`src/rtl/popcount_bcd_display.sv`:
```
// popcount_bcd_display: serial popcount -> double-dabble BCD -> multiplexed active-low 7-seg scan.
// Define LEADING_ZERO_BLANK_EN to blank zero digits above the most significant nonzero digit.
module popcount_bcd_display #(
  parameter int IN_W        = 9,
  parameter int DIGITS      = 4,
  parameter int REFRESH_DIV = 100000,
  localparam int CNT_W      = $clog2(IN_W + 1)
) (
  input  logic              clk,
  input  logic              rst_n,
  input  logic [IN_W-1:0]   in,
  output logic [CNT_W-1:0]  count,
  output logic              upd,
  output logic [DIGITS-1:0] digit_sel,
  output logic [6:0]        seg,
  output logic              DP
);
  localparam int BW = 4 * DIGITS;
  localparam int RW = $clog2(REFRESH_DIV);
  localparam int XW = DIGITS > 1 ? $clog2(DIGITS) : 1;
  typedef enum logic [1:0] {IDLE, COUNT, CONVERT, LATCH} state_t;
  state_t st_q, st_d;
  logic [IN_W-1:0] sh_q, sh_d;
  logic [CNT_W-1:0] acc_q, acc_d, step_q, step_d, count_q, count_d;
  logic [BW-1:0] bcd_q, bcd_d, adj, disp_q, disp_d;
  logic upd_q;
  logic [RW-1:0] ref_q;
  logic [XW-1:0] idx_q;
  logic [3:0] nib;
  logic [DIGITS-1:0] blank;
  logic [6:0] dec;
`ifdef LEADING_ZERO_BLANK_EN
  logic zero_run;
`endif
  always_comb begin
    adj = bcd_q;
    for (int k = 0; k < DIGITS; k++)
      adj[4*k +: 4] = bcd_q[4*k +: 4] >= 4'd5 ? bcd_q[4*k +: 4] + 4'd3 : bcd_q[4*k +: 4];
  end
  // CONVERT rotates the accumulator, so after CNT_W steps it holds the popcount again for LATCH
  always_comb begin
    st_d = st_q;
    sh_d = sh_q;
    acc_d = acc_q;
    step_d = step_q;
    bcd_d = bcd_q;
    count_d = count_q;
    disp_d = disp_q;
    case (st_q)
      IDLE: begin
        sh_d = in;
        acc_d = '0;
        step_d = '0;
        bcd_d = '0;
        st_d = COUNT;
      end
      COUNT: begin
        sh_d = sh_q >> 1;
        acc_d = acc_q + CNT_W'(sh_q[0]);
        step_d = step_q == CNT_W'(IN_W - 1) ? '0 : step_q + CNT_W'(1);
        st_d = step_q == CNT_W'(IN_W - 1) ? CONVERT : COUNT;
      end
      CONVERT: begin
        bcd_d = {adj[BW-2:0], acc_q[CNT_W-1]};
        acc_d = (acc_q << 1) | (acc_q >> (CNT_W - 1));
        step_d = step_q + CNT_W'(1);
        st_d = step_q == CNT_W'(CNT_W - 1) ? LATCH : CONVERT;
      end
      default: begin
        count_d = acc_q;
        disp_d = bcd_q;
        st_d = IDLE;
      end
    endcase
  end
  always_ff @(posedge clk) begin
    if (!rst_n) begin
      st_q <= IDLE;
      sh_q <= '0;
      acc_q <= '0;
      step_q <= '0;
      bcd_q <= '0;
      count_q <= '0;
      disp_q <= '0;
      upd_q <= 1'b0;
      ref_q <= '0;
      idx_q <= '0;
    end else begin
      st_q <= st_d;
      sh_q <= sh_d;
      acc_q <= acc_d;
      step_q <= step_d;
      bcd_q <= bcd_d;
      count_q <= count_d;
      disp_q <= disp_d;
      upd_q <= st_q == LATCH;
      ref_q <= ref_q == RW'(REFRESH_DIV - 1) ? '0 : ref_q + RW'(1);
      if (ref_q == RW'(REFRESH_DIV - 1))
        idx_q <= idx_q == XW'(DIGITS - 1) ? '0 : idx_q + XW'(1);
    end
  end
  always_comb begin
    blank = '0;
`ifdef LEADING_ZERO_BLANK_EN
    zero_run = 1'b1;
    for (int k = DIGITS - 1; k > 0; k--) begin
      zero_run = zero_run && disp_q[4*k +: 4] == 4'd0;
      blank[k] = zero_run;
    end
`endif
  end
  assign nib = disp_q[{idx_q, 2'b00} +: 4];
  always_comb begin
    case (nib)
      4'd0: dec = 7'b1000000;
      4'd1: dec = 7'b1111001;
      4'd2: dec = 7'b0100100;
      4'd3: dec = 7'b0110000;
      4'd4: dec = 7'b0011001;
      4'd5: dec = 7'b0010010;
      4'd6: dec = 7'b0000010;
      4'd7: dec = 7'b1111000;
      4'd8: dec = 7'b0000000;
      4'd9: dec = 7'b0010000;
      default: dec = 7'b1111111;
    endcase
  end
  assign seg = blank[idx_q] ? 7'b1111111 : dec;
  assign digit_sel = ~(DIGITS'(1) << idx_q);
  assign count = count_q;
  assign upd = upd_q;
  assign DP = 1'b1;
endmodule

```
`config.mk`:
```
export PLATFORM = sky130hd
export DESIGN_NAME = popcount_bcd_display
export DESIGN_NICKNAME = d
export VERILOG_FILES = /design/src/rtl/popcount_bcd_display.sv
export SDC_FILE = /design/constraint.sdc
export NUM_CORES = 1
export LEC_CHECK = 0
export ABC_AREA = 1
export CAP_MARGIN = 20
export CORE_AREA = 2 2 122 124
export DETAILED_ROUTE_END_ITERATION = 10
export DIE_AREA = 0 0 124 126
export PLACE_DENSITY = 0.55
export SLEW_MARGIN = 10
export SYNTH_ARGS = -nofsm -noshare
export SYNTH_HDL_FRONTEND = slang
export SYNTH_SLANG_ARGS = --single-unit
```
`constraint.sdc`:
```
create_clock -name clk -period 2.95 [get_ports clk]
set_input_delay 0.295 -clock clk [delete_from_list [all_inputs] [get_ports clk]]
set_output_delay 0.295 -clock clk [all_outputs]
set_load 0.005 [all_outputs]
```
* Word level (Yosys, flattened, before mapping) *
Memory sizes are Yosys's and may differ from the RTL's.
Index checks and enable logic that the tools add are counted.

operators by class
  add/subtract/negate cells = 8
  multipliers = 0
  divide/modulo/power cells = 0
  order comparisons = 5
  eq/ne operators = 7
  shift-type cells = 2
  mux-type cells = 16
  bitwise gates (word level) = 3
  reduce and logical (&&, ||, !) cells = 6

operator list
  kind                   number
  $pmux 16 s2            1
  $pmux 4 s3             2
  $pmux 9 s2             1
  $add 17x1->17 const B  1
  $eq 17x17->1 const B   1
  $ge 4x3->1 const B     4
  $mux 4                 4
  $shiftx 16x5->4        1
  $add 4x2->4 const B    3
  $mux 7                 1
  $eq 2x2->1 const B     3
  $pmux 2 s3             1
  $add 4x1->4            1
  $add 4x1->4 const B    1
  $eq 4x2->1 const B     1
  $eq 4x4->1 const B     1
  $mux 2                 2
  $not 4->4              1
  $or 4x1->4             1
  $reduce_bool 2->1      2
  $shl 1x2->4 const A    1
  $add 3x2->3 const B    1
  $lt 2x3->1 const B     1
  $mux 3                 1
  9 further kinds        10

storage, ports and cells
  flip-flop bits (word level) = 75
  latch bits = 0
  memory bits (writable) = 0
  memory bits (read-only) = 112
  input bits = 11
  output and inout bits = 17
  word-level logic and storage cells = 58
  memories = 1

memory list
  memory           depth  bits a word  read ports  clocked after memory_dff  wr ports  line  source
  (no name shown)  16     7            1           0                         0         114   case (nib)

* Longest topological paths before layout *
  word-level depth = 3
  mapped depth = 12
  depth with buffers taken out = 10

* Worst setup path before layout *
OpenSTA, ideal clock, no wires.

  path type = register to output
  start point = reg idx_q[0]
  end point = out seg[6]
  data arrival time = 1.467 ns
  data required time = 2.655 ns
  path slack = 1.188 ns
  stages on the path, launching flop included = 12
  path through = dfxtp_1 > buf_6 > inv_4 > buf_6 > nand2_1 > nand3_1 > nand2_1 > inv_1 > ha_1 > nand3b_1 > nand3_1 > nand2_1

between the ends
  longest elaborated chain between the ends = 3
  elaborated cells on any way between the ends = 5
  classes of those cells = shift: 1; mux: 3; memory: 1

ends and longest elaborated chain
  element                                               line      source
  start: declaration                                    28        logic [XW-1:0] idx_q;
  start signal: assignment                              99        idx_q <= idx_q == XW'(DIGITS - 1) ? '0 : idx_q + XW'(1);
  $shiftx 16x5->4 / $bmux 1 s2 (equally long branches)  112, 128
  $mem_v2 16x7 / $mux 1 (equally long branches)         --
  $mux 7 (*)                                            128       assign seg = blank[idx_q] ? 7'b1111111 : dec;
  end: declaration                                      15        output logic [6:0] seg,

Every way passes the cells marked *; elsewhere a longest branch is shown, timed or not. The select of a mux whose other input is x is not followed.

* Worst setup path after layout *
  start point = reg idx_q[1]
  end point = out seg[5]

Same word-level chain as after synthesis.

==> metrics list <==
- Number of flops mapped to enable cells by yosys: 0
- Among all flip-flop cells after synthesis, the most frequent one is sky130_fd_sc_hd__dfxtp_1.
* Vertical die dimension: between 100 and 150 microns
* Max Cap Violations: 0
- Post-synthesis sequential element count: 75
- The pre-antenna-repair detailed-routing pass consisted of 7 iterations.
- Yosys warnings: 0
- Number of diodes: 0
- At the pin with the least slew margin, the transition time is 732 ps.
* H-tree depth reported by CTS: 3
- Summing all multi-input logic gate instances after layout gives about 0.0021 sq mm.
* Cell Area, Placed: about 0.0045 sq mm
* Final total negative setup slack: 0 ps
* Source of the critical timing path: idx_q[1]$_SDFFE_PN0N_
- In the synthesized netlist, the number of instances is around 570.
- Residual overflow from global routing: 0
* Net count reported at finish: around 630
- The startpoint identified for the worst hold timing path is disp_q[7]$_SDFFE_PN0N_.
* Min-delay worst type: flip-flop to flip-flop
- Clock-pin slew of the registers on the worst-case setup and hold paths: approximately 60 ps
- I/O pins: 28
- Unrepaired setup endpoints after global routing: no
- Total nets after synthesis: between 600 and 700
- Fraction of layout cells with a size suffix above 1: 0.0805
- Top cell type by total area after synthesis: sky130_fd_sc_hd__dfxtp_1
- Critical-path top delay cell: sky130_fd_sc_hd__dfxtp_1
- Syn_area_per_cell: ~7.1 sq um
- The hold violation count in the final report is 0.
- Fraction of power spent switching nets: 0.213
* Startpoint of the lowest-slack register-to-register path: st_q[0]$_SDFF_PN0_
- For this run, the top clock speed supported by timing is between 300 and 400 MHz.
- Registers take around 0.0015 sq mm.
- After routing the design area is 0.00476 sq mm.
* Share of flip-flops with an asynchronous set or reset after synthesis: 0
* Sequential fraction of the synthesis area: 0.370
* CP Data Required Time: between 2000 and 3000 ps
- Most common cell in the netlist: sky130_fd_sc_hd__nand2_1
* Buffer cell driving the clock tree root: sky130_fd_sc_hd__clkbuf_16
* Critical Path End Type: output port
* Maximum number of pins on one net before global-route repair: 27
- In this run the deepest clock path goes through 2 buffers.
* Category of the most critical setup path: flip-flop to output port
- The number of max-slew violations in the final report was 0.
- Post-detailed-route via-to-cell ratio: roughly 4.6
- The number of global-route vias before repair was 3263.
- The largest single stage delay on the critical path is around 530 ps.
- In this run the worst path has a maximum fanout of 7.
- Buf/Inv on CP: 3
- Data arrives at the worst endpoint at ~2500 ps.
* Final cycle utilization of the critical path: 0.934
* Total power density per cell area: about 470 mW/mm^2
- Clock sinks: 75
- Levels on crit path: 9
- Counting I/O delays and the setup requirement, the final critical path takes between 2000 and 3000 ps.
- Relative to the synthesized area, the layout overhead comes to 17.3%.
- Setup violations, final: 0
- Across every metal layer, demand over resource in global routing totals 0.113.
- The first global-routing pass estimated 14.5 mm of wire.
- Top cells by area, synth: sky130_fd_sc_hd__dfxtp_1 37%, sky130_fd_sc_hd__nand2_1 14%, sky130_fd_sc_hd__ha_1 8.3%, sky130_fd_sc_hd__inv_1 7.2%, sky130_fd_sc_hd__nand3_1 6.2%
- Worst vdd rail ir drop: between 0.2 and 0.25 mV
* Post-detail-place hpwl: approximately 6.3 mm
* Global placement routability congestion: around 0.85
* Placement Rows: 44
- Unique masters post-synth: 42
- Depth of the worst register-to-register path: 5
- TritonCTS built the clock tree.
- Drt first-iter violations: roughly 230
- Cell internal power was estimated by the tool at 1.77 mW.
- In this run the power spent charging and discharging nets is 0.478 mW.
* Crit path cell chain: inv_1 -> nand3_1 -> nand2_1 -> inv_1 -> ha_1 -> nand3b_1 -> nand2_1 -> o21ai_1 -> clkdlybuf4s50_1
- Total CTS buffers: 9
- Width of the die: between 100 and 150 microns
- Buffers inserted by post-CTS timing repair: 0
- Startpoint kind of the worst setup timing path: flip-flop
* Most used standard cells in the synthesized netlist: 155 x sky130_fd_sc_hd__nand2_1, 78 x sky130_fd_sc_hd__inv_1, 75 x sky130_fd_sc_hd__dfxtp_1, 50 x sky130_fd_sc_hd__nand3_1, 37 x sky130_fd_sc_hd__o21ai_0
- The share of total power dissipated in combinational logic is 0.046.
* Top cell family by delay on the critical path: buffers and inverters
- Remaining number of nets flagged by the antenna check after routing: 0
* Number of filler instances in the final layout: roughly 1500
* Pleak: slightly below 2 nW
* Netlist area before placement: around 0.0041 sq mm
- Final clock skew: 8.36 ps
- Vias: roughly 3600
- Of the post-synthesis cell area, the dominant cell type holds 0.370.
- After detailed routing, the average wire length per cell comes to 11.0 microns.
- Starting Density: 0.284
- Headroom to the max-slew limit came out at 0.512.
- Initial antenna violation count: 0
- Buffers placed on the I/O ports in this run total 26.
* Clock network fraction of design power: 0.493
- Core region area: between 0.01 and 0.015 sq mm
* Worst hold path stage count: 2
* Insertion delay of the later-clocked pin in the worst-skew pair: 330 ps
- Outcome: completed
- In the routed design, unresolved DRC markers number 0.
- Area of the die: around 0.016 sq mm
- The final layout contains routed wiring with a total length of 8.57 mm.
* Sequential Power Share: 0.462
-- power groups by stage --
| stage | Combinational [mW] | Clock [mW] | Sequential, mW |
|---|---|---|---|
| 3_5_place_dp | 0.104 | 0 | 1.06 |
| 5_1_grt | 0.116 | 1.17 | 1.04 |
| 6_report | 0.103 | 1.11 | 1.04 |
| 4_1_cts | 0.105 | 1.13 | 1.04 |
| 2_1_floorplan | 0.0767 | 0 | 1.06 |
| 3_3_place_gp | 0.103 | 0 | 1.06 |
-- area by class of cell --
| cell class | count | share of cell area |
|---|---|---|
| clock buffer | 12 | 0.0539 |
| clock inverter | 4 | 0.0102 |
| inverter | 83 | 0.0659 |
| multi-input combinational | 394 | 0.448 |
| sequential | 75 | 0.316 |
| tap | 184 | 0.0483 |
| timing repair buffer | 28 | 0.0578 |
-- layout by cell type (no fill, tap or decap), drive strengths merged, types with 3 or more instances in the layout --
| cell | synthesis | final |
|---|---|---|
| nand2 | 163 | 163 |
| inv | 82 | 82 |
| clkinv | 1 | 4 |
| a21oi | 32 | 32 |
| dfxtp | 75 | 75 |
| o221ai | 5 | 5 |
| nor2 | 32 | 32 |
| clkdlybuf4s50 | 0 | 26 |
| nand4 | 18 | 18 |
| ha | 27 | 27 |
| or2 | 3 | 3 |
| clkbuf | 5 | 12 |
| o21ai | 41 | 41 |
| nand3 | 53 | 53 |
-- worst register-to-register path: stages (launching register included) --
cell                      delay [ps]
sky130_fd_sc_hd__dfxtp_1         380
sky130_fd_sc_hd__inv_1            90
sky130_fd_sc_hd__ha_1            460
sky130_fd_sc_hd__nor2_2          620
sky130_fd_sc_hd__nand2_1         120
sky130_fd_sc_hd__a21oi_1         160
-- metrics by stage --
stage / total power [mW] / setup slack, ps / instances / utilization / hold WS (ps)
after floorplan: 1.13 / 1190 / 569 / - / 428
after global placement: 1.16 / 595 / 764 / 0.311 / 451
after detailed placement: 1.16 / 508 / 764 / 0.311 / 451
after CTS: 2.27 / 137 / 780 / 0.333 / 465
after global routing: 2.33 / 3.73 / 780 / 0.333 / 491
final: 2.24 / 196 / 780 / 0.333 / 461
-- per-layer routing --
metal | GRT usage | vias to the layer above | routed length (microns)
li1 | - | 1879 | -
met4 | 0.0390 | 0 | 95
met5 | 0 | - | 0
met3 | 0.0254 | 10 | 280
met2 | 0.193 | 52 | 4130
met1 | 0.140 | 1657 | 4060
-- worst paths after layout --
check / end / slack [ps]
hold / removal: disp_q[7]$_SDFFE_PN0N_ / 460
setup / recovery: seg[5] / 200
hold reg to reg: disp_q[7]$_SDFFE_PN0N_ / 460
setup reg to reg: bcd_q[12]$_SDFFE_PN0P_ / 1050
-- timing repair --
action | in CTS | in global routing
gates resized for setup | 0 | 1
hold buffers | 0 | 0
setup endpoints to repair | 0 | 3
-- registers in the layout, summed over array words and instances (netlist names) --
name / count
sh_q: 9
bcd_q: 16
count: 4
disp_q: 16
st_q: 2
upd: 1
acc_q: 4
step_q: 4
idx_q: 2
ref_q: 17
-- cell families after synthesis --
| logic type | share of synthesized area |
|---|---|
| other cells | 0.000924 |
| buf+inv | 0.104 |
| xor+xnor | 0.00647 |
| flops | 0.370 |
| compound gates | 0.124 |
| simple gates | 0.306 |
| fa+ha+maj | 0.0832 |
| mux | 0.00555 |
Power figures use the tool's default switching activity.
==> RTL edit 1 (same flow settings) <==
Make the reset (`rst_n`) asynchronous in one clocked block.
--- a/src/rtl/popcount_bcd_display.sv
+++ b/src/rtl/popcount_bcd_display.sv
@@ -73,7 +73,7 @@
       end
     endcase
   end
-  always_ff @(posedge clk) begin
+  always_ff @(posedge clk or negedge rst_n) begin
     if (!rst_n) begin
       st_q <= IDLE;
       sh_q <= '0;
Function: same outputs for any inputs over 10 cycles, from zero or initial values and one cycle with rst_n low; that may be too few to reach the edited logic, so the function may still have changed.
==> RTL edit 1 against the original RTL <==
  * Sequential cell count unchanged
  * First-iteration DRC count decreased by 36%
  * Cell area increased by 1.9%
  * Area after synthesis increased by 1.1%
  * Synthesized cell count decreased by 9.0%
  * Count of clock-buffer cells in the layout decreased by 1
  * Routed wire length decreased by 2.6%
  * Largest cell class unchanged
  * Worst setup slack improved by 0.021 ns
Power is not compared: it rests on default switching activity, and its combinational part moved more than twofold at a synthesized area within 25%.
==> RTL edit 1: results <==
{
  "grt_max_degree": 76,
  "grt_first_pass_wirelength_um": 14800,
  "regArea_sq_mm": 0.00188,
  "place.detailed.hpwl_um": 5950,
  "slowest_stage": "dfrtp_1",
  "pre_cts_ws_ns": 0.581,
  "multi_input_area_share_pct": 39.6,
  "buf_share_pct": 5.93,
  "outcome": "complete, no violations",
  "drtIter0Drc": 148,
  "grt_pass1_vias": 3235,
  "p_total_mw": 2.87,
  "yosysSeqAreaShare_pct": 45.7,
  "ff2ff_setup_slack_ns": 1.14,
  "synth_flop_cell": "dfrtp_1",
  "relSlewSlack_pct": 36.5,
  "num-multi-input-gates": 368,
  "hold_slack_ns": 0.105,
  "final_nets": 585,
  "signal_buffers": 30,
  "finalWirelength_um": 8350,
  "skew_ns": 0.00604,
  "num-fill-cells": 1537,
  "post_drt_via_cell_ratio": 4.57,
  "gp_congestion": 0.814,
  "n_clock_buffer": 11,
  "reg2regPathDepth": 8,
  "arrival_ns": 2.44,
  "grt.total_usage_pct": 11.7,
  "crit_path_max_fanout": 12
}
==> RTL edit 1: cell count changes after synthesis, sizes merged, moves of 5 or more <==
cell | unedited run | this run
nand3 | 53 | 42
o21ai | 41 | 35
dfrtp | 0 | 75
nand4 | 18 | 7
nand2 | 163 | 170
xor2 | 2 | 12
o221ai | 5 | 0
a21oi | 32 | 9
nor2 | 32 | 45
inv | 82 | 62
o22ai | 2 | 12
dfxtp | 75 | 0
==> RTL edit 1: per-stage QoR <==
| step | cells | area, sq um |
|---|---|---|
| final | 736 | 4850 |
| after global routing | 736 | 4850 |
| after CTS | 736 | 4850 |
| after detailed placement | 720 | 4560 |
| after global placement | 720 | 4560 |
| after floorplan | 518 | 4100 |
==> RTL edit 1: critical path: cells and delay by family, from the launching register on <==
kind	cells	cell delay, ns
buf+inv	3	0.73
fa+ha+maj	1	0.29
flops	1	0.52
simple gates	7	0.57
==> RTL edit 1: per-layer routing <==
layer | track usage (%) | vias up | wire (um)
met4 | 2.71 | 0 | 60
met3 | 3.94 | 6 | 322
met1 | 16.1 | 1595 | 4180
met2 | 17.9 | 56 | 3790
li1 | - | 1704 | -
met5 | 0 | - | 0
==> RTL edit 1: cells by family after synthesis <==
kind of cell / after synthesis / share of synthesized area [%]
xor gates and xnor gates: 12 / 2.56
and+or+nand+nor: 267 / 27.8
buffers and inverters: 75 / 7.44
adders and majority gates: 27 / 8.23
DFF: 75 / 45.7
AOI/OAI and AO/OA: 61 / 8.17
other: 1 / 0.0914
==> RTL edit 1: final timing paths <==
path | startpoint | endpoint
hold reg to reg | ref_q[0] | ref_q[0]
hold / removal | rst_n | count[1]
min in group clk | ref_q[0] | ref_q[0]
setup / recovery | idx_q[0] | seg[3]
max in group asynchronous | rst_n | disp_q[15]
setup reg to reg | st_q[1] | sh_q[3]
==> RTL edit 2 (same settings) <==
Made on the original files. The parameter `IN_W` goes from 9 to 11.
--- a/src/rtl/popcount_bcd_display.sv
+++ b/src/rtl/popcount_bcd_display.sv
@@ -1,7 +1,7 @@
 // popcount_bcd_display: serial popcount -> double-dabble BCD -> multiplexed active-low 7-seg scan.
 // Define LEADING_ZERO_BLANK_EN to blank zero digits above the most significant nonzero digit.
 module popcount_bcd_display #(
-  parameter int IN_W        = 9,
+  parameter int IN_W        = 11,
   parameter int DIGITS      = 4,
   parameter int REFRESH_DIV = 100000,
   localparam int CNT_W      = $clog2(IN_W + 1)
Interface: changed (resized in); port bits go from 28 to 30. No check against the original RTL was run, so the function may have changed too.
==> RTL edit 2 against the original RTL <==
  * Worst setup slack gained 0.024 ns
  * Highest routed layer unchanged
  * Critical endpoint unchanged
  * Register-to-register slack lost 0.22 ns
  * Count of clock-buffer cells in the layout increased by 1
  * Sequential cell count is 2 higher
  * Die area unchanged
  * Total power decreased by 1.7%
  * Synthesized cell count rose by 4.0%
  * Area after synthesis grew 3.2%
  * Cell area grew 2.3%
  * Non-clock buffer count grew 2
  * Routed wire length is 5.6% higher
==> RTL edit 2: results <==
{
  "ff2ff_setup_slack_ns": 0.83,
  "hold_slack_ns": 0.444,
  "slowest_stage": "clkdlybuf4s50_1",
  "grt_max_degree": 24,
  "ys_types": 42,
  "yosysSeqAreaShare_pct": 36.8,
  "gp_congestion": 0.763,
  "synth_flop_cell": "dfxtp_1",
  "first_pass_iters": 4,
  "cellLeakagePower_nw": 1.97,
  "grt_first_pass_wirelength_um": 15200,
  "wire_per_inst_um": 11.3,
  "final_nets": 655,
  "place.detailed.hpwl_um": 6720,
  "num_vias": 3655,
  "clock_latency_ns": 0.33,
  "r2r-start": "st_q[1]",
  "synth_common_cells": "nand2_1, inv_1, dfxtp_1, nand3_1, o21ai_0",
  "reg2regPathDepth": 7,
  "hp-start": "count[3]",
  "numPortBuffers": 28,
  "drtIter0Drc": 179,
  "grt_pass1_vias": 3362,
  "outcome": "complete, no violations",
  "arrival_ns": 2.44,
  "cts.reportedPaths.clkPinSlew_ns": 0.06,
  "vdd.ir_drop.worst_mv": 0.260,
  "synth_area_leaders": "dfxtp_1, nand2_1, ha_1",
  "antenna_found_initial": 0,
  "pre_cts_ws_ns": 0.510,
  "r2r_end": "sh_q[9]",
  "switching_share_pct": 23.0,
  "synth.net_count": 632,
  "worst_slack_ns": 0.220,
  "relSlewSlack_pct": 54.7,
  "grt.total_usage_pct": 12.0,
  "syn_inst": 592,
  "finalWirelength_um": 9050,
  "whs_endpoint": "count[3]",
  "num-fill-cells": 1546,
  "pwr-share-clk_pct": 46.1,
  "skew_ns": 0.00775,
  "dp_cells": 788
}
RTL edit 2: routing by layer:
metal	global-route usage, %	share of wire, %
met2	19.3	45
met1	15.8	51
met4	4.16	0.71
met3	2.76	3.0
met5	0	0
RTL edit 2: timing repair:
item / in CTS / in global routing
buffers inserted: 0 / 0
resized for setup: 0 / 1
setup endpoints to repair: 0 / 1
RTL edit 2: logic make-up (layout without fill, tap and decap cells):
family	after synthesis	count (layout)	share of synthesized area, %
compound gates	93	93	12.6
buf+inv	101	129	10.3
simple gates	289	289	31.0
flops	77	77	36.8
fa+ha+maj	27	27	8.07
mux	1	1	0.538
other cells	1	1	0.0895
xor+xnor	3	3	0.628
RTL edit 2: worst max-delay path, delay by kind of cell, from the launching register on:
family	cells	cell delay [ns]
buf+inv	3	0.87
flops	1	0.50
simple gates	4	0.44
fa+ha+maj	1	0.16
compound gates	1	0.14
RTL edit 2: area by class of cell:
| class | instances | area [sq um] | area share (%) |
|---|---|---|---|
| flip-flops and latches | 77 | 1540 | 31.7 |
| inverters | 83 | 314 | 6.45 |
| clock inverters | 3 | 21.3 | 0.437 |
| clock buffers | 13 | 250 | 5.14 |
| repair buffers | 30 | 295 | 6.06 |
| multi-input cells | 414 | 2220 | 45.5 |
| well taps | 184 | 230 | 4.73 |
RTL edit 2: how the worst max path moves through the flow:
| stage | to | cells after the start |
|---|---|---|
| after floorplan | seg[6] | 11 |
| after global placement | seg[4] | 10 |
| after detailed placement | seg[4] | 10 |
| after CTS | seg[4] | 10 |
| after global routing | seg[5] | 9 |
| final | seg[5] | 9 |
RTL edit 2: metrics by stage:
stage                     total power, mW  area (sq um)  util, %
final                                2.20          4870     34.0
after global routing                 2.29          4870     34.0
after CTS                            2.24          4870     34.0
after detailed placement             1.21          4600     32.1
after global placement               1.21          4600     32.1
after floorplan                      1.18          4190        -
